$ cat src/rtl/keystone_coord_scheduler.sv
// rtl/keystone_coord_scheduler.sv - Keystone homography per-frame coordinate request scheduler
//
// Purpose:
//   At start of frame, latches the eight homography coefficients into a
//   frame-stable shadow set. Then issues destination-pixel (x,y) requests in
//   raster order over a valid/ready handshake. A credit counter bounds the
//   number of in-flight calculations. When every result of the frame has come
//   back, frame_done pulses for one cycle.
//
// Optional feature:
//   KEYSTONE_SCHED_PERF_EN - when defined, builds the stall_cycles performance
//   counter. When undefined, stall_cycles is tied to zero.
//
// Ports:
//   aclk, aresetn        clock, asynchronous active-low reset
//   aclken               clock enable; when low, all state and outputs freeze
//   sw_reset             synchronous soft reset; has priority over all other events
//   enable_keystone      0 loads the identity matrix instead of the h*_in values
//   frame_start          SOF beat accepted on the input video stream
//   h11_in..h32_in       coefficients from the register file (Q8.24)
//   h11_out..h32_out     shadow coefficients sent to the datapath
//   req_valid/req_ready  request handshake
//   req_x/req_y          request coordinate
//   req_eol/req_eof      request is the last pixel of its line / of the frame
//   rsp_valid            one datapath result retired
//   busy                 scheduler is not idle
//   frame_done           one-cycle pulse when the frame is fully retired
//   err_sof              sticky: frame_start seen outside IDLE
//   err_underflow        sticky: rsp_valid seen with no request in flight
//   stall_cycles         count of RUN cycles that were stalled or credit-blocked

module keystone_coord_scheduler #(
  parameter int FRAME_WIDTH     = 1280,
  parameter int FRAME_HEIGHT    = 720,
  parameter int MAX_OUTSTANDING = 8,
  parameter int COEF_W          = 32,
  parameter int X_W             = 11,
  parameter int Y_W             = 10
) (
  input  logic              aclk,
  input  logic              aresetn,
  input  logic              aclken,
  input  logic              sw_reset,
  input  logic              enable_keystone,
  input  logic              frame_start,
  input  logic [COEF_W-1:0] h11_in,
  input  logic [COEF_W-1:0] h12_in,
  input  logic [COEF_W-1:0] h13_in,
  input  logic [COEF_W-1:0] h21_in,
  input  logic [COEF_W-1:0] h22_in,
  input  logic [COEF_W-1:0] h23_in,
  input  logic [COEF_W-1:0] h31_in,
  input  logic [COEF_W-1:0] h32_in,
  output logic [COEF_W-1:0] h11_out,
  output logic [COEF_W-1:0] h12_out,
  output logic [COEF_W-1:0] h13_out,
  output logic [COEF_W-1:0] h21_out,
  output logic [COEF_W-1:0] h22_out,
  output logic [COEF_W-1:0] h23_out,
  output logic [COEF_W-1:0] h31_out,
  output logic [COEF_W-1:0] h32_out,
  output logic              req_valid,
  input  logic              req_ready,
  output logic [X_W-1:0]    req_x,
  output logic [Y_W-1:0]    req_y,
  output logic              req_eol,
  output logic              req_eof,
  input  logic              rsp_valid,
  output logic              busy,
  output logic              frame_done,
  output logic              err_sof,
  output logic              err_underflow,
  output logic [31:0]       stall_cycles
);

  localparam int OUT_W = $clog2(MAX_OUTSTANDING + 1);
  localparam logic [OUT_W-1:0] MAX_O  = OUT_W'(MAX_OUTSTANDING);
  localparam logic [X_W-1:0]   X_LAST = X_W'(FRAME_WIDTH - 1);
  localparam logic [Y_W-1:0]   Y_LAST = Y_W'(FRAME_HEIGHT - 1);
  localparam logic [COEF_W-1:0] C_ONE  = COEF_W'(32'h0100_0000);
  localparam logic [COEF_W-1:0] C_ZERO = '0;
  // Packed coefficient order, index 0..7: h11 h12 h13 h21 h22 h23 h31 h32.
  localparam logic [7:0][COEF_W-1:0] IDENT =
    {C_ZERO, C_ZERO, C_ZERO, C_ONE, C_ZERO, C_ZERO, C_ZERO, C_ONE};

  typedef enum logic [1:0] {S_IDLE, S_LOAD, S_RUN, S_DRAIN} state_t;

  state_t                    state;
  logic [OUT_W-1:0]          outstanding;
  logic [7:0][COEF_W-1:0]    shadow;
  logic [7:0][COEF_W-1:0]    h_in_pk;

  logic                      hs;
  logic                      rsp_ok;
  logic [OUT_W-1:0]          out_nxt;
  logic                      credit_nxt;
  logic [X_W-1:0]            x_adv;
  logic [Y_W-1:0]            y_adv;
  logic                      eol_adv;
  logic                      eof_adv;

  assign h_in_pk = {h32_in, h31_in, h23_in, h22_in, h21_in, h13_in, h12_in, h11_in};

  assign h11_out = shadow[0];
  assign h12_out = shadow[1];
  assign h13_out = shadow[2];
  assign h21_out = shadow[3];
  assign h22_out = shadow[4];
  assign h23_out = shadow[5];
  assign h31_out = shadow[6];
  assign h32_out = shadow[7];

  // req_valid is only ever high in RUN, so the handshake alone is enough to
  // qualify coordinate advancement.
  always_comb begin
    hs      = req_valid & req_ready;
    // A response with nothing in flight is dropped so the credit count can never wrap.
    rsp_ok  = rsp_valid & (outstanding != '0);
    out_nxt = outstanding;
    if (hs && !rsp_ok)
      out_nxt = outstanding + OUT_W'(1);
    else if (!hs && rsp_ok)
      out_nxt = outstanding - OUT_W'(1);
    credit_nxt = (out_nxt < MAX_O);

    x_adv = req_x + X_W'(1);
    y_adv = req_y;
    if (req_x == X_LAST) begin
      x_adv = '0;
      y_adv = req_y + Y_W'(1);
    end
    eol_adv = (x_adv == X_LAST);
    eof_adv = eol_adv & (y_adv == Y_LAST);
  end

  always_ff @(posedge aclk or negedge aresetn) begin
    if (!aresetn) begin
      state         <= S_IDLE;
      outstanding   <= '0;
      shadow        <= IDENT;
      req_valid     <= 1'b0;
      req_x         <= '0;
      req_y         <= '0;
      req_eol       <= 1'b0;
      req_eof       <= 1'b0;
      busy          <= 1'b0;
      frame_done    <= 1'b0;
      err_sof       <= 1'b0;
      err_underflow <= 1'b0;
    end else if (aclken) begin
      if (sw_reset) begin
        state         <= S_IDLE;
        outstanding   <= '0;
        shadow        <= IDENT;
        req_valid     <= 1'b0;
        req_x         <= '0;
        req_y         <= '0;
        req_eol       <= 1'b0;
        req_eof       <= 1'b0;
        busy          <= 1'b0;
        frame_done    <= 1'b0;
        err_sof       <= 1'b0;
        err_underflow <= 1'b0;
      end else begin
        frame_done  <= 1'b0;
        outstanding <= out_nxt;
        if (rsp_valid && (outstanding == '0))
          err_underflow <= 1'b1;
        // A SOF outside IDLE is dropped rather than queued; the current frame runs on.
        if (frame_start && (state != S_IDLE))
          err_sof <= 1'b1;

        case (state)
          S_IDLE: begin
            if (frame_start) begin
              state <= S_LOAD;
              busy  <= 1'b1;
            end
          end
          S_LOAD: begin
            shadow    <= enable_keystone ? h_in_pk : IDENT;
            req_x     <= '0;
            req_y     <= '0;
            req_eol   <= (X_LAST == '0);
            req_eof   <= (X_LAST == '0) && (Y_LAST == '0);
            req_valid <= credit_nxt;
            state     <= S_RUN;
          end
          S_RUN: begin
            if (hs && req_eof) begin
              // Coordinates stay on the final pixel; nothing more is issued this frame.
              req_valid <= 1'b0;
              state     <= S_DRAIN;
            end else begin
              if (hs) begin
                req_x   <= x_adv;
                req_y   <= y_adv;
                req_eol <= eol_adv;
                req_eof <= eof_adv;
              end
              // Without a handshake out_nxt never grows, so an asserted
              // request cannot drop before it has been accepted.
              req_valid <= credit_nxt;
            end
          end
          S_DRAIN: begin
            if (outstanding == '0) begin
              frame_done <= 1'b1;
              busy       <= 1'b0;
              state      <= S_IDLE;
            end
          end
          default: state <= S_IDLE;
        endcase
      end
    end
  end

`ifdef KEYSTONE_SCHED_PERF_EN
  logic [31:0] stall_q;

  always_ff @(posedge aclk or negedge aresetn) begin
    if (!aresetn) begin
      stall_q <= '0;
    end else if (aclken) begin
      if (sw_reset || (state == S_LOAD))
        stall_q <= '0;
      else if ((state == S_RUN) && (!req_valid || !req_ready) && (stall_q != 32'hFFFF_FFFF))
        stall_q <= stall_q + 32'd1;
    end
  end

  assign stall_cycles = stall_q;
`else
  assign stall_cycles = 32'd0;
`endif

endmodule
$ cat config.mk
export PLATFORM = sky130hd
export DESIGN_NAME = keystone_coord_scheduler
export DESIGN_NICKNAME = d
export VERILOG_FILES = /design/src/rtl/keystone_coord_scheduler.sv
export SDC_FILE = /design/constraint.sdc
export NUM_CORES = 1
export LEC_CHECK = 0
export CAP_MARGIN = 20
export CORE_AREA = 2 2 227 229
export CTS_CLUSTER_DIAMETER = 80
export DETAILED_ROUTE_END_ITERATION = 16
export DIE_AREA = 0 0 229 231
export SLEW_MARGIN = 20
export SYNTH_ARGS = -nofsm -noshare
export SYNTH_HDL_FRONTEND = slang
export SYNTH_SLANG_ARGS = --single-unit
export TNS_END_PERCENT = 20
$ cat constraint.sdc
create_clock -name aclk -period 3.8 [get_ports aclk]
set_input_delay 0.76 -clock aclk [delete_from_list [all_inputs] [get_ports aclk]]
set_output_delay 0.76 -clock aclk [all_outputs]
set_load 0.05 [all_outputs]
---- Word level (Yosys, flattened, before mapping) ----
Cells that the tools add are included.
operators by class
  divide/modulo/power cells ............... 0
  multiplexer cells ....................... 43
  $mul .................................... 0
  reduce and logical (&&, ||, !) cells .... 23
  bitwise logic cells ..................... 3
  $add $sub $neg .......................... 4
  $lt $le $gt $ge ......................... 1
  shift-type cells ........................ 0
  eq/ne operators ......................... 11
operators with widths
  kind                   number
  $mux 256               3
  $mux 11                4
  $mux 10                4
  $eq 11x11->1 const B   2
  $pmux 11 s2            1
  $pmux 10 s2            1
  $mux 1                 18
  $ne 3x3->1 const B     5
  $mux 4                 3
  $reduce_and 4->1       3
  $add 11x1->11 const B  1
  $add 10x1->10 const B  1
  $eq 10x10->1 const B   1
  $mux 2                 4
  $pmux 1 s2             4
  $pmux 2 s4             1
  $reduce_and 2->1       4
  $reduce_bool 2->1      4
  $reduce_bool 3->1      2
  $logic_and 1x1->1      5
  $add 4x1->4 const B    1
  $eq 2x2->1 const B     2
  $logic_not 4->1        1
  $lt 4x4->1 const B     1
  6 further kinds        9
word-level totals
  word-level logic and storage cells ...... 104
  input port bits ......................... 264
  bits in registers ....................... 290
  memory bits (read-only) ................. 0
  memories ................................ 0
  memory bits (writable) .................. 0
  latch bits .............................. 0
  output and inout bits ................... 316

---- Logic depth before layout (Yosys ltp) ----
Gate-level depths: netlist of the first run.
  depth after elaboration ................. 9
  depth in mapped cells ................... 9
  gate-level depth less buffers ........... 8

---- Worst setup path before layout of the first run ----
Ideal clock, no wire load.
  kind .................................... register -> register
  from .................................... register req_x[0]
  to ...................................... register req_eof
  cell stages (with the launch flop) ...... 10
  buffers on the path ..................... 2
  slack ................................... 1.124 ns
  data required time ...................... 3.708 ns
  arrival time ............................ 2.584 ns
  setup time .............................. 0.092 ns
  period minus slack after synthesis ...... 2.676 ns
  cell sequence ........................... dfrtp_1 ha_1 buf_2 nand3_1 or3_1 clkbuf_1 nor4b_1 nor3_1 a211o_1 o31ai_2
between the ends
  cells in the longest elaborated chain, start to end .. 8
  elaborated cells between the ends (all ways) .. 11
  classes of those cells .................. add/sub: 1; eq/ne: 3; mux: 6; bitwise: 1
ends and longest elaborated chain
  item                                                  RTL line  text
  start: declaration                                    64        output logic [X_W-1:0] req_x,
  start signal: assignment                              196       req_x <= x_adv;
  $add 11x1->11 / $eq 11x11->1 (equally long branches)  126, 128
  $mux 11 / $mux 10 (equally long branches)             128       if (req_x == X_LAST) begin
  $eq 11x11->1 / $eq 10x10->1 (equally long branches)   132, 133
  $and 1x1->1 (*)                                       133       eof_adv = eol_adv & (y_adv == Y_LAST);
  $mux 1 (*)                                            195       if (hs) begin
  $mux 1 (*)                                            190       if (hs && req_eof) begin
  $pmux 1 s2 (*)                                        173       case (state)
  $mux 1 (*)                                            151       if (sw_reset) begin
  end signal: assignment                                185       req_eof <= (X_LAST == '0) && (Y_LAST == '0);
  end signal: assignment                                199       req_eof <= eof_adv;
  end: declaration                                      67        output logic req_eof,
Mark *: on every way between the ends. The rest lies on a longest branch, timed or not. The select of a mux whose other input is x is not followed.
A chain may end at the register's enable or synchronous reset.

---- Worst setup path after layout of the first run ----
  from .................................... register req_x[8]
  to ...................................... output req_x[8]
No word-level cell between the ends.

==> impl_metrics.env, run 1 <==
export IMPL_nets=2187
export IMPL_rows=83
export IMPL_finalMaxSlewViolations=0
export IMPL_min_period_over_period=0.724
export IMPL_setup_viol_count_final=0
export IMPL_grt_pass1_vias=11000
export IMPL_cp_start_kind="flop"
export IMPL_globalplace_congestion=0.825
export IMPL_yosys_register_bits=290
export IMPL_post_route_util=0.391
export IMPL_yosys_top_cells_area="dfrtp_1 (58%), nand2_1 (16%), o21ai_0 (12%)"
export IMPL_grt_overflow_total=0
export IMPL_detailed_place_hpwl_mm=29.4
export IMPL_drv_cap=0
export IMPL_clockRootBuffer="clkbuf_16"
export IMPL_async_flop_share=1.00
export IMPL_drive_gt1_frac=0.0484
export IMPL_cpLargestDelayFamily="buffers and inverters"
export IMPL_synth_edf_count=0
export IMPL_clk_pin_slew_ps=60
export IMPL_wl_per_cell_microns=15.7
export IMPL_ir_worst_vdd_mv=0.332
export IMPL_clk_latency_ps=540
export IMPL_drcViolationCount=0
export IMPL_ctsResizeCount=0
export IMPL_dp_cells=2555
export IMPL_syn_area_sq_um=12500
export IMPL_grt_max_degree=209
export IMPL_synth_top_family_by_area="simple AND/OR/NAND/NOR gates"
export IMPL_fin_ws_ps=1050
export IMPL_yosysWarnings=0
export IMPL_final_setup_tns_ps=0
export IMPL_finalHoldViolCount=0
export IMPL_drtPass1Iterations=5
export IMPL_cp_max_fo=12
export IMPL_endpoint_kind="primary output"
export IMPL_final_area_sq_um=19800
export IMPL_crit_required_ps=3040
export IMPL_critPathSlowestCell="clkdlybuf4s50_1"
export IMPL_die_area_sq_um=52900
export IMPL_fp_dieH_microns=231
export IMPL_reg2reg_from="req_x[0]"
export IMPL_crit_chain="clkdlybuf4s50_1"
export IMPL_core_area_sq_um=50700
export IMPL_fin_total_pwr_mw=11.4
export IMPL_cts_buffer_depth=3
export IMPL_rrSetupSlack_ps=1130
export IMPL_synth_seq_area_share=0.583
export IMPL_drtAntennaViolNets=0
export IMPL_antenna_found_initial=3
export IMPL_dpl_instance_area_sq_um=18600
export IMPL_synth_top_area_frac=0.579
export IMPL_vias=11300
export IMPL_ys_flop_type="dfrtp_1"
export IMPL_fmax_ghz=0.364
export IMPL_yosys_top_cells_count="nand2_1 (538), o21ai_0 (289), dfrtp_1 (288), clkbuf_1 (85), buf_4 (32)"
export IMPL_cts_buffers=37
export IMPL_synthAdderAreaFrac=0.00904
export IMPL_leakage_nw=8.23
export IMPL_synth_simple_area_share=0.203
export IMPL_slowest_delay_ps=890
export IMPL_via_per_inst=4.31
export IMPL_synthXorXnorAreaFrac=0.00492
export IMPL_groute_usage_overall=0.150
export IMPL_pwr_density_cell_nw_per_um2=575
export IMPL_hold_path_class="primary input to asynchronous set/reset pin"
export IMPL_ctsHoldBuffers=0
export IMPL_worst_pin_slew_ps=901
export IMPL_crit_arrival_ps=1990
export IMPL_final_cells=2622
export IMPL_yosysTopAreaCell="dfrtp_1"
export IMPL_die_w_microns=229
export IMPL_area_delta_synth_final_pct=59.1
export IMPL_maxSlewHeadroom=0.399
export IMPL_postCtsSetupRepairBufs=0
export IMPL_r2r_cells=7
export IMPL_drt_iter0_markers=693
export IMPL_worst_hold_slack_ps=290
export IMPL_yosysMostFrequentCell="nand2_1"
export IMPL_num_io_pins=580
export IMPL_synthMuxAreaShare=0.000904
export IMPL_port_buffers=547
export IMPL_clkSinkCount=290
export IMPL_h_tree_depth=2
export IMPL_status="complete, no violations"
export IMPL_synth_compound_area_frac=0.145
export IMPL_period_needed_ps=2750
export IMPL_synthCells=1405
export IMPL_start_util=0.246
export IMPL_cts_tree="built"
export IMPL_grt_pass1_wl_mm=63.6
export IMPL_crit_buf_inv=1
export IMPL_syn_area_per_cell_sq_um=8.87
export IMPL_netlist_cell_type_count=61
export IMPL_wl_mm=41.2
export IMPL_critPathKind="flop to primary output"
export IMPL_rsz0062_at_grt="false"
export IMPL_dp_worst_setup_slack_ps=900
export IMPL_finalClockSkew_ps=12.9
export IMPL_r2r_end="req_eof"
how the worst max path moves through the flow:
stage	startpoint	end	slack [ps]	cells past startpoint
after floorplan	req_x[0]	req_eof	1120	9
after global placement	sw_reset	req_y[2]	870	6
after detailed placement	sw_reset	req_y[2]	900	6
after CTS	req_x[8]	req_x[8]	1010	1
after global routing	req_x[0]	req_eof	870	7
final	req_x[8]	req_x[8]	1050	1
area by class of cell:
type | instances | area (sq um)
fill | 5130 | 30900
antenna | 1 | 2.50
timing repair buffer | 569 | 5770
clock inverter | 10 | 140
inverter | 10 | 37.5
sequential | 290 | 7260
tap | 680 | 851
multi-input combinational | 1006 | 4660
clock buffer | 56 | 1100
flip-flops by register name, summed over array words and instances (netlist names), 32 cells and up:
signal   cells
h13_out     32
h11_out     32
h31_out     32
h12_out     32
h22_out     32
h21_out     32
h32_out     32
h23_out     32
power by group:
part	internal [mW]	switching, mW
Clock	2.21	1.38
Sequential	3.56	0.265
Combinational	1.29	2.70
Total	7.06	4.34
layout by cell type (no fill, tap or decap), types with 9 or more instances in the layout:
cell,instances
ha_1,9
inv_1,10
buf_4,12
nor2_1,27
clkbuf_16,39
clkdlybuf4s50_1,546
o21ai_0,289
nand2_1,538
buf_12,10
a21oi_1,10
conb_1,32
clkbuf_1,11
dfrtp_1,288
routing by layer:
metal / vias up / GRT usage / wire [microns]
li1: 5574 / - / -
met5: - / 0 / 26
met1: 5258 / 0.186 / 17300
met3: 59 / 0.0516 / 3400
met2: 405 / 0.248 / 19700
met4: 4 / 0.0402 / 835
cells by family after synthesis:
logic type | after synthesis
multiplexers | 1
AO/OA/AOI/OAI | 338
adder cells (fa/ha/maj) | 9
AND/OR/NAND/NOR | 619
flip-flops | 290
buffers and inverters | 140
XOR/XNOR | 7
other | 1
Power figures use the tool's default switching activity.
==> inputs of run 2 (changes only) <==
--- a/config.mk
+++ b/config.mk
@@ -6,10 +6,10 @@
 export NUM_CORES = 1
 export LEC_CHECK = 0
 export CAP_MARGIN = 20
-export CORE_AREA = 2 2 227 229
+export CORE_AREA = 2 2 226 228
 export CTS_CLUSTER_DIAMETER = 80
 export DETAILED_ROUTE_END_ITERATION = 16
-export DIE_AREA = 0 0 229 231
+export DIE_AREA = 0 0 228 230
 export SLEW_MARGIN = 20
 export SYNTH_ARGS = -nofsm -noshare
 export SYNTH_HDL_FRONTEND = slang
==> constraint.sdc (replaced) <==
create_clock -name aclk -period 2.5 [get_ports aclk]
set_input_delay 0.5 -clock aclk [delete_from_list [all_inputs] [get_ports aclk]]
set_output_delay 0.5 -clock aclk [all_outputs]
set_load 0.05 [all_outputs]
==> run 2 against run 1 <==
Sequential cell count is the same. Global-route usage rose by 0.79 points. Clock power up 47%. Clock skew grew 2.2 ps. Sequential power grew 52%. First-iteration DRC count fell by 19%. Final cell count increased by 1.1%. Non-clock buffer count increased by 41. Setup slack worse by 980 ps. Clock-buffer cell count shrank 5. Worst hold slack improved by 180 ps.
==> impl_metrics.env, run 2 (synthesis gave the netlist of run 1 again) <==
export IMPL_h_tree_depth=2
export IMPL_groute_usage_overall=0.158
export IMPL_cts_tree="built"
export IMPL_fin_ws_ps=74.6
export IMPL_core_area_sq_um=49900
export IMPL_pwr_density_cell_nw_per_um2=859
export IMPL_clk_pin_slew_ps=60
export IMPL_maxSlewHeadroom=0.578
export IMPL_wl_per_cell_microns=15.9
export IMPL_endpoint_kind="primary output"
export IMPL_drcViolationCount=0
export IMPL_crit_required_ps=2000
export IMPL_cts_buffers=36
export IMPL_cp_start_kind="flop"
export IMPL_final_setup_tns_ps=0
export IMPL_status="complete, no violations"
export IMPL_ir_worst_vdd_mv=0.549
export IMPL_wl_mm=42.3
export IMPL_worst_hold_slack_ps=469
export IMPL_leakage_nw=8.45
export IMPL_final_cell_mix="clkdlybuf4s50_1 (545), nand2_1 (538), o21ai_0 (289)"
export IMPL_detailed_place_hpwl_mm=31.6
export IMPL_num_io_pins=580
export IMPL_drtPass1Iterations=5
export IMPL_cp_depth=1
export IMPL_vias=11500
export IMPL_die_area_sq_um=52400
export IMPL_antenna_found_initial=3
export IMPL_port_buffers=547
export IMPL_crit_arrival_ps=1930
export IMPL_drive_gt1_frac=0.0707
export IMPL_cts_buffer_depth=3
export IMPL_period_needed_ps=2430
export IMPL_setup_viol_count_final=0
export IMPL_hold_path_class="primary input to asynchronous set/reset pin"
export IMPL_grt_pass1_vias=11600
export IMPL_critPathKind="flop to primary output"
export IMPL_globalplace_congestion=0.855
export IMPL_nets=2227
export IMPL_area_delta_synth_final_pct=61.8
export IMPL_fp_dieH_microns=230
export IMPL_cp_max_fo=2
export IMPL_critPathSlowestCell="clkdlybuf4s50_1"
export IMPL_drt_iter0_markers=558
export IMPL_crit_chain="clkdlybuf4s50_1"
export IMPL_min_period_over_period=0.970
export IMPL_fmax_ghz=0.412
export IMPL_final_common_cell="clkdlybuf4s50_1"
export IMPL_finalMaxSlewViolations=0
export IMPL_worst_pin_slew_ps=627
export IMPL_die_w_microns=228
export IMPL_clk_latency_ps=530
export IMPL_via_per_inst=4.34
export IMPL_fillers=5009
export IMPL_slowest_delay_ps=860
export IMPL_clkSinkCount=290
export IMPL_finalClockSkew_ps=15.1
export IMPL_grt_max_degree=78
export IMPL_r2r_cells=7
export IMPL_finalHoldViolCount=0
export IMPL_crit_buf_inv=1
export IMPL_clockRootBuffer="clkbuf_16"
export IMPL_cpLargestDelayFamily="buffers and inverters"
export IMPL_grt_overflow_total=0
export IMPL_start_util=0.250
export IMPL_fin_total_pwr_mw=17.3
export IMPL_rsz0062_at_grt="false"
export IMPL_dp_worst_setup_slack_ps=17.2
export IMPL_drtAntennaViolNets=0
export IMPL_drv_cap=0
export IMPL_rows=82
export IMPL_grt_pass1_wl_mm=66.7
==> run 2: final cells by class <==
cell class              count  area [sq um]  area share
flip-flops and latches    290          7260       0.360
repair buffers            610          6130       0.304
multi-input cells        1006          4670       0.232
clock buffers              51          1060      0.0525
well taps                 672           841      0.0417
clock inverters            12           141     0.00702
inverters                  10          37.5     0.00186
diodes                      1          2.50    0.000124
==> run 2: path summary, 6_finish.rpt <==
path | start | to | slack (ps)
worst max register to register | req_x[0] | req_eof | 160
worst max-delay path | h22_out[24] | h22_out[24] | 70
worst min register to register | h32_out[24] | h32_out[24] | 480
worst min-delay path | aresetn | h21_out[17] | 470
min in group aclk | h32_out[24] | h32_out[24] | 480
max in group asynchronous | aresetn | h23_out[6] | 1240
==> run 2: what timing repair did <==
item,4_1_cts,5_1_grt
hold buffers,1,0
setup buffers,0,0
resized for setup,0,3
endpoints found under the hold margin,34,0
endpoints found under the setup margin,0,3
==> run 2: power by group <==
| part | leakage, nW | total [mW] | internal, mW | switching (mW) |
|---|---|---|---|---|
| clock | 0.595 | 5.28 | 3.25 | 2.03 |
| combinational | 3.94 | 6.21 | 2.09 | 4.13 |
| sequential | 3.91 | 5.83 | 5.41 | 0.413 |
==> run 2: through the flow <==
step / std cells / instance area [sq um] / utilization
floorplan: 1436 / 12600 / -
global placement: 2587 / 18900 / 0.380
detailed placement: 2587 / 18900 / 0.380
CTS: 2651 / 20100 / 0.404
global route: 2652 / 20200 / 0.404
finish: 2652 / 20200 / 0.404
==> run 2: layer usage <==
| metal | global-route usage | share of wire |
|---|---|---|
| met1 | 0.193 | 0.41 |
| met2 | 0.269 | 0.49 |
| met3 | 0.0479 | 0.076 |
| met4 | 0.0441 | 0.023 |
| met5 | 0 | 0.00031 |
